## src/rtl/stream_arb_pkg.sv

```systemverilog
// Shared definitions for the two-channel round-robin stream arbiter:
// FSM state encodings, default beat width and a small grant helper.
package stream_arb_pkg;

    localparam int WIDTH_DEF = 8;

    typedef enum logic [1:0] {
        ST_IDLE   = 2'd0,
        ST_GRANT0 = 2'd1,
        ST_GRANT1 = 2'd2
    } arb_state_e;

    function automatic arb_state_e grant_state(input logic idx);
        return idx ? ST_GRANT1 : ST_GRANT0;
    endfunction

endpackage

```

## src/rtl/stream_arb2x1_rr_if.sv

```systemverilog
// Valid/ready packet stream bundle; master drives valid/data/last, slave drives ready.
interface stream_arb2x1_rr_if
    import stream_arb_pkg::*;
#(
    parameter int WIDTH = WIDTH_DEF
) ();

    logic             valid;
    logic             ready;
    logic [WIDTH-1:0] data;
    logic             last;

    modport master (
        output valid,
        output data,
        output last,
        input  ready
    );

    modport slave (
        input  valid,
        input  data,
        input  last,
        output ready
    );

endinterface

```

## src/rtl/stream_arb2x1_rr_pick2.sv

```systemverilog
// Combinational two-requester round-robin pick; on contention the channel
// that was not served last wins.
module rr_pick2 (
    input  logic req0_i,
    input  logic req1_i,
    input  logic last_served_i,
    output logic gnt_valid_o,
    output logic gnt_idx_o
);

    always_comb begin
        gnt_valid_o = req0_i | req1_i;
        gnt_idx_o   = 1'b0;
        if (req0_i && req1_i) begin
            gnt_idx_o = ~last_served_i;
        end else if (req1_i) begin
            gnt_idx_o = 1'b1;
        end
    end

endmodule

```

## src/rtl/stream_arb2x1_rr.sv

```systemverilog
// Two-channel round-robin stream arbiter with packet locking and a one-deep
// registered output stage; sel drives the downstream 2:1 datapath mux.
module stream_arb2x1_rr
    import stream_arb_pkg::*;
#(
    parameter int WIDTH = WIDTH_DEF
) (
    input  logic               clk,
    input  logic               rst,
    stream_arb2x1_rr_if.slave  in0,
    stream_arb2x1_rr_if.slave  in1,
    stream_arb2x1_rr_if.master out,
    output logic               sel,
    output logic               busy
);

    arb_state_e       state_q, state_d;
    logic             sel_q, sel_d;
    logic             last_served_q, last_served_d;
    logic             out_valid_q, out_valid_d;
    logic             out_last_q, out_last_d;
    logic [WIDTH-1:0] out_data_q, out_data_d;

    logic             gnt_valid, gnt_idx;
    logic             out_free;
    logic             rdy0, rdy1;
    logic             acc0, acc1, load;
    logic [WIDTH-1:0] mux_data;
    logic             mux_last;

    rr_pick2 u_pick (
        .req0_i        (in0.valid),
        .req1_i        (in1.valid),
        .last_served_i (last_served_q),
        .gnt_valid_o   (gnt_valid),
        .gnt_idx_o     (gnt_idx)
    );

    // The output register can take a beat when empty or draining this cycle.
    assign out_free = ~out_valid_q | out.ready;
    assign rdy0     = (state_q == ST_GRANT0) && out_free;
    assign rdy1     = (state_q == ST_GRANT1) && out_free;
    assign acc0     = in0.valid & rdy0;
    assign acc1     = in1.valid & rdy1;
    assign load     = acc0 | acc1;

    assign mux_data = sel_q ? in1.data : in0.data;
    assign mux_last = sel_q ? in1.last : in0.last;

    always_comb begin
        state_d       = state_q;
        sel_d         = sel_q;
        last_served_d = last_served_q;
        case (state_q)
            ST_IDLE: begin
                if (gnt_valid) begin
                    state_d = grant_state(gnt_idx);
                    sel_d   = gnt_idx;
                end
            end
            ST_GRANT0: begin
                if (acc0 && in0.last) begin
                    state_d       = ST_IDLE;
                    last_served_d = 1'b0;
                end
            end
            ST_GRANT1: begin
                if (acc1 && in1.last) begin
                    state_d       = ST_IDLE;
                    last_served_d = 1'b1;
                end
            end
            default: begin
                state_d = ST_IDLE;
            end
        endcase
    end

    // Load and drain may coincide, which keeps one beat per clock flowing.
    always_comb begin
        out_valid_d = out_valid_q;
        out_data_d  = out_data_q;
        out_last_d  = out_last_q;
        if (load) begin
            out_valid_d = 1'b1;
            out_data_d  = mux_data;
            out_last_d  = mux_last;
        end else if (out.ready) begin
            out_valid_d = 1'b0;
        end
    end

    always_ff @(posedge clk or posedge rst) begin
        if (rst) begin
            state_q       <= ST_IDLE;
            sel_q         <= 1'b0;
            last_served_q <= 1'b1;
            out_valid_q   <= 1'b0;
            out_data_q    <= '0;
            out_last_q    <= 1'b0;
        end else begin
            state_q       <= state_d;
            sel_q         <= sel_d;
            last_served_q <= last_served_d;
            out_valid_q   <= out_valid_d;
            out_data_q    <= out_data_d;
            out_last_q    <= out_last_d;
        end
    end

    assign in0.ready = rdy0;
    assign in1.ready = rdy1;
    assign out.valid = out_valid_q;
    assign out.data  = out_data_q;
    assign out.last  = out_last_q;
    assign sel       = sel_q;
    assign busy      = (state_q != ST_IDLE);

endmodule

```

## src/flat_wrapper.sv

```systemverilog
// flat-port wrapper written by rule: the top's interface ports become plain ports
module stream_arb2x1_rr_flat import stream_arb_pkg::*;
#(
    parameter int WIDTH = WIDTH_DEF
)
  (clk, rst, sel, busy, in0_valid, in0_data, in0_last, in0_ready, in1_valid, in1_data, in1_last, in1_ready, out_valid, out_data, out_last, out_ready);
  stream_arb2x1_rr_if #(.WIDTH(WIDTH)) in0_i ();
  stream_arb2x1_rr_if #(.WIDTH(WIDTH)) in1_i ();
  stream_arb2x1_rr_if #(.WIDTH(WIDTH)) out_i ();
  input  logic clk;
  input  logic rst;
  output logic sel;
  output logic busy;
  input wire logic [$bits(in0_i.valid)-1:0] in0_valid;
  input wire logic [$bits(in0_i.data)-1:0] in0_data;
  input wire logic [$bits(in0_i.last)-1:0] in0_last;
  output wire logic [$bits(in0_i.ready)-1:0] in0_ready;
  input wire logic [$bits(in1_i.valid)-1:0] in1_valid;
  input wire logic [$bits(in1_i.data)-1:0] in1_data;
  input wire logic [$bits(in1_i.last)-1:0] in1_last;
  output wire logic [$bits(in1_i.ready)-1:0] in1_ready;
  output wire logic [$bits(out_i.valid)-1:0] out_valid;
  output wire logic [$bits(out_i.data)-1:0] out_data;
  output wire logic [$bits(out_i.last)-1:0] out_last;
  input wire logic [$bits(out_i.ready)-1:0] out_ready;
  assign in0_i.valid = in0_valid;
  assign in0_i.data = in0_data;
  assign in0_i.last = in0_last;
  assign in0_ready = in0_i.ready;
  assign in1_i.valid = in1_valid;
  assign in1_i.data = in1_data;
  assign in1_i.last = in1_last;
  assign in1_ready = in1_i.ready;
  assign out_valid = out_i.valid;
  assign out_data = out_i.data;
  assign out_last = out_i.last;
  assign out_i.ready = out_ready;
  stream_arb2x1_rr #(.WIDTH(WIDTH)) u_core (.clk(clk), .rst(rst), .in0(in0_i), .in1(in1_i), .out(out_i), .sel(sel), .busy(busy));
endmodule
```

## config.mk

```make
export PLATFORM = sky130hd
export DESIGN_NAME = stream_arb2x1_rr_flat
export DESIGN_NICKNAME = d
export VERILOG_FILES = /design/src/rtl/stream_arb_pkg.sv /design/src/rtl/stream_arb2x1_rr_if.sv /design/src/rtl/stream_arb2x1_rr_pick2.sv /design/src/rtl/stream_arb2x1_rr.sv /design/src/flat_wrapper.sv
export SDC_FILE = /design/constraint.sdc
export NUM_CORES = 1
export LEC_CHECK = 0
export CAP_MARGIN = 10
export CORE_ASPECT_RATIO = 1.2
export CORE_MARGIN = 8
export CORE_UTILIZATION = 40
export CTS_CLUSTER_DIAMETER = 50
export DETAILED_ROUTE_END_ITERATION = 7
export PLACE_DENSITY_LB_ADDON = 0.2
export SETUP_SLACK_MARGIN = 0.2
export SLEW_MARGIN = 20
export SYNTH_ARGS = -nofsm -noshare
export SYNTH_HDL_FRONTEND = slang
export SYNTH_HIERARCHICAL = 1
export SYNTH_SLANG_ARGS = --single-unit
```

## constraint.sdc

```tcl
create_clock -name clk -period 2 [get_ports clk]
set_input_delay 0.4 -clock clk [delete_from_list [all_inputs] [get_ports clk]]
set_output_delay 0.4 -clock clk [all_outputs]
set_load 0.01 [all_outputs]
```

==> key figures, run 1 <==
Power
  – VDD IR max: 0.778 mV
  – Pleak: approximately 0.00056 µW
  – Pwr Total: approximately 1800 µW
  – Pwr dens: 1460 nW/µm²

STA
  – Final period util: around 86%
  – Unrepaired setup endpoints after global routing: false
  – Clock Skews: approximately 0.004 ns
  – Fin crit period: roughly 1.7 ns
  – Measured slew at the worst slew-check pin: around 0.52 ns
  – Achievable frequency: 581 MHz
  – Final Setup Violations: 0
  – Relative slew slack: 65.2%
  – Hold Violations, Final: 0
  – Fin. max-slew vios: 0

Routing
  – Final WL: 2010 µm
  – Wire length per cell: 16.5 µm
  – DRC Markers: 0
  – Vias/cell: around 5.2
  – Initial drt markers: 11
  – Detailed Routing Iterations Pass 1: 2
  – Vias: 636
  – Routed Antenna Nets: 0

Logic synthesis
  – Cell variety after synth: 21
  – Syn avg cell area: 13.5 µm²
  – Syn. warnings: 6
  – Synthesized instance count: 61
  – Synth Area in XOR/XNOR: 0%
  – Main combinational cell family by area after synthesis: multiplexers
  – Yosys reg bits: 14
  – Synth Area in Adders: 0%
  – Synthesized area: 825 µm²
  – Synth Net Count: between 80 and 90
  – Sequential cell area fraction in the yosys report: 42.6%
  – Synth Area in Simple Gates: 14.7%
  – Post-synthesis mux area share: 30.0%
  – Compound-gate portion of the synthesized area: between 7 and 8%

Die
  – # rows: 18
  – Top Ports: 37
  – Core area: 2000 µm²
  – Die height: 65.7 µm
  – Starting Density: 41.1%
  – Die area: 3780 µm²
  – Chip Width: 57.4 µm

Finish
  – Area grow syn2layout: 52.2%
  – Number of diodes: 0
  – Final Instance Area: 1250 µm²
  – Layout Nets: between 100 and 150
  – Fraction of layout cells with a size suffix above 1: 37.3%

Clock tree
  – Clock Latency Late Sink: about 0.27 ns
  – Postcts setup bufs: 0
  – CTS tree: yes
  – Clock Sinks: 14
  – Worst-path clk slew: 0.09 ns
  – CTS max path bufs: 2
  – CTS H-tree lvls: 1
  – CTS buffer count: 3
  – Clk root buf: clkbuf_4

Global route
  – Pin count of the biggest net entering global routing: 15
  – First-pass GRT wire length: 3470 µm
  – Global routing's busiest layer: met2
  – Met1 Usage GRT: 11.6%
  – Total track usage: 11.7%
  – GRT met2 Usage: 21.3%
  – Grt ovf: 0
  – GRT met3 Usage: 3.52%
  – Initial antenna violation count: 0
  – Vias in the first global route: roughly 760

Setup path
  – Worst EP arrival: between 1 and 1.5 ns
  – Max incr delay on CP: 0.50 ns
  – WS Path Type: input pin to output port
  – Crit path buf inv count: 2
  – CP startpoint kind: input pin
  – Peak fanout along the critical path: 3
  – Worst-path cell chain: clkdlybuf4s50_1, nor2b_4, nor3b_2, clkbuf_2
  – CP Data Required Time: 1.60 ns
  – Crit path max-delay cell type: clkdlybuf4s50_1
  – Top delay family on crit path: buffers and inverters
  – Crit end category: output port

Run
  – Max-Cap Viols: 0

Placement
  – Post-detail-place hpwl: 1610 µm
  – Placed cell areas: between 1000 and 1500 µm²
  – Port bufs: 36
  – Gpl congestion: 0.680

Status
  – Outcome: completed

Worst hold path
  – Hold Path Class: input pin to async pin
==> synth_stat cells <==
library cell / n / area, µm²
nor2_1: 2 / 7.51
nor2b_4: 1 / 13.8
clkbuf_1: 1 / 3.75
inv_1: 2 / 7.51
nand3b_1: 1 / 7.51
nand2_1: 4 / 15.0
a32o_1: 1 / 10.0
mux2_4: 9 / 135
or2_1: 1 / 6.26
or2_2: 1 / 6.26
buf_6: 3 / 33.8
dfstp_2: 1 / 26.3
a21boi_1: 1 / 7.51
or4b_1: 1 / 10.0
o31ai_1: 2 / 15.0
nor3b_1: 2 / 15.0
dfrtp_1: 13 / 325
a21oi_1: 2 / 10.0
mux2_2: 10 / 113
nand3b_4: 2 / 40.0
a21oi_4: 1 / 16.3
==> kinds of logic (layout without fill, tap and decap cells) <==
family | after synthesis | after routing
buf+inv | 6 | 47
mux | 19 | 19
simple gates | 15 | 15
compound gates | 7 | 7
flops | 14 | 14
==> layout make-up <==
cell class / instances / area [µm²]
Clock buffer: 4 / 36.3
Multi-Input combinational cell: 41 / 435
Timing Repair Buffer: 41 / 399
Inverter: 2 / 7.51
Fill cell: 165 / 749
Tap cell: 20 / 25.0
Sequential cell: 14 / 352
==> final timing paths <==
kind / from / endpoint / slack [ns] / cells past startpoint
max: out_ready / in1_ready / 0.28 / 4
min: rst / u_core/out.data[3]$_DFFE_PP0P_ / 0.46 / 2
max reg2reg: u_core/state_q[1]$_DFFE_PP0P_ / u_core/out.data[6]$_DFFE_PP0P_ / 0.52 / 5
min reg2reg: u_core/out.data[6]$_DFFE_PP0P_ / u_core/out.data[6]$_DFFE_PP0P_ / 0.52 / 1
max in group asynchronous: rst / u_core/last_served_q$_DFFE_PP1P_ / 1.17 / 2
min in group clk: u_core/out.data[6]$_DFFE_PP0P_ / u_core/out.data[6]$_DFFE_PP0P_ / 0.52 / 1
==> sequential cells by signal (all words and copies together) (netlist names) <==
register / cells
u_core/sel: 1
u_core/out.last: 1
u_core/out.valid: 1
u_core/state_q: 2
u_core/last_served_q: 1
u_core/out.data: 8
==> placed cells by master (no fill, tap or decap) <==
cell type and instances:
nor2_2 1, nor2b_4 1, dfstp_2 1, mux2_2 10
or4b_1 1, clkbuf_8 1, nor3b_1 1, dfrtp_1 13
a21oi_4 1, o31ai_1 2, or2_1 1, clkbuf_2 2
a21boi_1 1, nand3b_4 2, a21oi_1 2, a32o_1 1
nand2_1 4, buf_4 4, dlygate4sd2_1 1, clkbuf_4 3
or2_2 1, nor2_1 1, inv_1 2, mux2_4 9
buf_12 1, nor3b_2 1, nand3b_1 1, clkdlybuf4s50_1 33
==> report_power, final <==
part           internal (µW)  total (µW)  switching, µW
sequential               436         516           80.9
combinational            697        1110            417
clock                    111         205           94.0
total                   1240        1830            592
==> routing by layer <==
layer	vias to the layer above	wire length (µm)	part of all wire, %
met3	4	121	6.0
met4	0	31	1.5
met2	19	1110	55
met1	314	746	37
li1	299	-	-
met5	-	0	0
==> through the flow <==
stage                     hold WS, ns  setup TNS (ns)  std cells  utilization [%]  worst slack (ns)
after global placement          0.494          -0.316        118             61.0            -0.216
after global routing            0.539               0        122             62.6             0.209
after floorplan                 0.289               0         61                -             0.559
after detailed placement        0.499          -0.303        118             61.0            -0.217
after CTS                       0.484               0        122             62.7            0.0722
final                           0.461               0        122             62.6             0.278
==> what timing repair did <==
action / CTS / global route
gates resized for setup: 4 / 6
endpoints found under the setup margin: 3 / 3
gates cloned: 0 / 0
hold buffers: 0 / 0
Note: power is estimated with default switching activity, not from simulation.
==> inputs of run 2 (changes only) <==
--- a/config.mk
+++ b/config.mk
@@ -8,12 +8,11 @@
 export CAP_MARGIN = 10
 export CORE_ASPECT_RATIO = 1.2
 export CORE_MARGIN = 8
-export CORE_UTILIZATION = 40
+export CORE_UTILIZATION = 43
 export CTS_CLUSTER_DIAMETER = 50
 export DETAILED_ROUTE_END_ITERATION = 7
 export PLACE_DENSITY_LB_ADDON = 0.2
 export SETUP_SLACK_MARGIN = 0.2
-export SLEW_MARGIN = 20
 export SYNTH_ARGS = -nofsm -noshare
 export SYNTH_HDL_FRONTEND = slang
 export SYNTH_HIERARCHICAL = 1
==> constraint.sdc (replaced) <==
create_clock -name clk -period 2.2 [get_ports clk]
set_input_delay 0.44 -clock clk [delete_from_list [all_inputs] [get_ports clk]]
set_output_delay 0.44 -clock clk [all_outputs]
set_load 0.01 [all_outputs]
==> key figures, run 2 (synthesis gave the netlist of run 1 again) <==
Die
  – Die area: 3580 µm² (was 3780 µm²)
  – Core area: 1830 µm² (was 2000 µm²)
  – Top Ports: 37 (unchanged)
  – # rows: 17 (was 18)
  – Chip Width: 56.0 µm (was 57.4 µm)
  – Starting Density: 45.1% (was 41.1%)
  – Die height: 64.0 µm (was 65.7 µm)

Global route
  – Initial antenna violation count: 0 (unchanged)
  – Grt ovf: 0 (unchanged)
  – First-pass GRT wire length: 3170 µm (was 3470 µm)
  – Vias in the first global route: 730 (was 757)
  – Pin count of the biggest net entering global routing: 15 (unchanged)
  – Total track usage: 10.8% (was 11.7%)

Power
  – VDD IR max: 0.662 mV (was 0.778 mV)
  – Pwr Total: 1600 µW (was 1830 µW)
  – Pleak: 0.000560 µW (was 0.000558 µW)
  – Pwr dens: 1290 nW/µm² (was 1460 nW/µm²)

Clock tree
  – Clk root buf: clkbuf_4 (unchanged)
  – Clock Latency Late Sink: 0.28 ns (was 0.27 ns)
  – CTS max path bufs: 2 (unchanged)
  – CTS H-tree lvls: 1 (unchanged)
  – Clock Sinks: 14 (unchanged)
  – Worst-path clk slew: 0.09 ns (about the same)
  – CTS tree: yes (unchanged)
  – CTS buffer count: 3 (unchanged)
  – Postcts setup bufs: 0 (unchanged)
  – # resized after CTS: 3 (was 4)
  – Hold_buf cts: 0 (unchanged)

Setup path
  – Worst Setup SP: out_ready (unchanged)
  – Crit path max-delay cell type: clkdlybuf4s50_1 (unchanged)
  – Worst reg2reg path depth: 5 (unchanged)
  – CP Data Required Time: 1.76 ns (was 1.60 ns)
  – Peak fanout along the critical path: 3 (unchanged)
  – Crit end category: output port (unchanged)
  – Worst R2R Setup Slack: 0.63 ns (was 0.52 ns)
  – CP startpoint kind: input pin (unchanged)
  – Worst EP arrival: 1.51 ns (was 1.32 ns)
  – WS Path Type: input pin to output port (unchanged)
  – RR Startpoint: u_core/state_q[0]$_DFFE_PP0P_ (was u_core/state_q[1]$_DFFE_PP0P_)
  – Max incr delay on CP: 0.50 ns (about the same)
  – Worst-path cell chain: clkdlybuf4s50_1, nor2b_4, nor3b_2, dlygate4sd2_1 (was clkdlybuf4s50_1, nor2b_4, nor3b_2, clkbuf_2)
  – FF-to-FF End: u_core/out.data[7]$_DFFE_PP0P_ (was u_core/out.data[6]$_DFFE_PP0P_)

Run
  – Max-Cap Viols: 0 (unchanged)

Finish
  – Max reg flops: 8 (unchanged)
  – Fraction of layout cells with a size suffix above 1: 34.3% (was 37.3%)
  – Area grow syn2layout: 50.5% (was 52.2%)
  – Final Instance Area: 1240 µm² (was 1250 µm²)
  – Final std cells w/o fill: 121 (was 122)
  – Layout Nets: 126 (unchanged)
  – Commonest cells after routing, fill and taps aside: 33 x clkdlybuf4s50_1, 12 x dfrtp_1, 10 x mux2_2 (was 33 x clkdlybuf4s50_1, 13 x dfrtp_1, 10 x mux2_2)
  – Most common cell after layout, fill and taps aside: clkdlybuf4s50_1 (unchanged)
  – Final Core Density: 67.9% (was 62.6%)
  – Number of diodes: 0 (unchanged)

Placement
  – Placed cells: 117 (was 118)
  – Placed cell areas: 1210 µm² (was 1220 µm²)
  – Port bufs: 36 (unchanged)
  – Gpl congestion: 0.693 (was 0.680)
  – Post-detail-place hpwl: 1530 µm (was 1610 µm)

STA
  – Clock Skews: 0.00754 ns (was 0.00402 ns)
  – Fin. max-slew vios: 0 (unchanged)
  – Fin crit period: 1.95 ns
  – Final Setup Violations: 0 (unchanged)
  – Hold Violations, Final: 0 (unchanged)
  – Final period util: around nine tenths
  – Relative slew slack: 64.2% (was 65.2%)
  – Achievable frequency: about 510 MHz
  – Measured slew at the worst slew-check pin: 0.537 ns (was 0.522 ns)
  – Unrepaired setup endpoints after global routing: false (unchanged)

Status
  – Outcome: completed (unchanged)

Routing
  – DRC Markers: 0 (unchanged)
  – Detailed Routing Iterations Pass 1: 4 (was 2)
  – Initial drt markers: 2 (was 11)
  – Wire length per cell: 15.4 µm (was 16.5 µm)
  – Vias/cell: 5.04 (was 5.21)
  – Vias: 610 (was 636)
  – Routed Antenna Nets: 0 (unchanged)
  – Final WL: 1870 µm (was 2010 µm)

Worst hold path
  – Hold Path Class: input pin to async pin (unchanged)
-- run 2: changes by cell type in the layout (fill, tap and decap cells not counted), sizes merged --
cell,previous run,this run
dlygate4sd2,1,2
clkbuf,6,4
dlymetal6s2s,0,1
-- run 2: layout make-up --
class	instances	area [µm²]
fill	147	588
clock buffer	4	26.3
multi-input combinational	41	433
inverter	2	7.51
tap	19	23.8
sequential	14	353
timing repair buffer	41	398
-- run 2: metal layers --
metal	vias to the layer above	share of wire, %	wire (µm)	track usage (%)
li1	299	-	-	-
met3	4	9.6	179	5.34
met4	0	1.2	23	5.42
met1	286	37	685	9.84
met5	-	0	0	0
met2	21	52	978	19.2
-- run 2: how the worst max path moves through the flow --
stage               slack (ns)         to  cells past startpoint
floorplan                 0.75  in1_ready                      3
global placement         -0.14  in1_ready                      4
detailed placement       -0.17  in1_ready                      4
CTS                       0.21       busy                      3
global route              0.21  in1_ready                      4
finish                    0.25  in1_ready                      4
-- run 2: power by group --
| part | internal [µW] | switching, µW |
|---|---|---|
| clock | 70.4 | 84.0 |
| sequential | 398 | 96.5 |
| combinational | 619 | 334 |
-- run 2: per-stage QoR --
stage,hold WS [ns],setup TNS [ns],worst slack [ns]
final,0.487,0,0.252
after global routing,0.520,0,0.207
after floorplan,0.329,0,0.746
after CTS,0.506,0,0.209
after detailed placement,0.498,-0.166,-0.166
after global placement,0.494,-0.136,-0.136
-- run 2: critical path, delay by kind of cell --
family        cells  cell delay (ns)
buf+inv           2             0.80
simple gates      2             0.27
==> inputs of run 3 (changes only) <==
--- a/config.mk
+++ b/config.mk
@@ -11,6 +11,7 @@
 export CORE_UTILIZATION = 43
 export CTS_CLUSTER_DIAMETER = 50
 export DETAILED_ROUTE_END_ITERATION = 7
+export HOLD_SLACK_MARGIN = 0.02
 export PLACE_DENSITY_LB_ADDON = 0.2
 export SETUP_SLACK_MARGIN = 0.2
 export SYNTH_ARGS = -nofsm -noshare
==> results of run 3 <==
Final layout, timing and power as in run 2 (identical DEF).
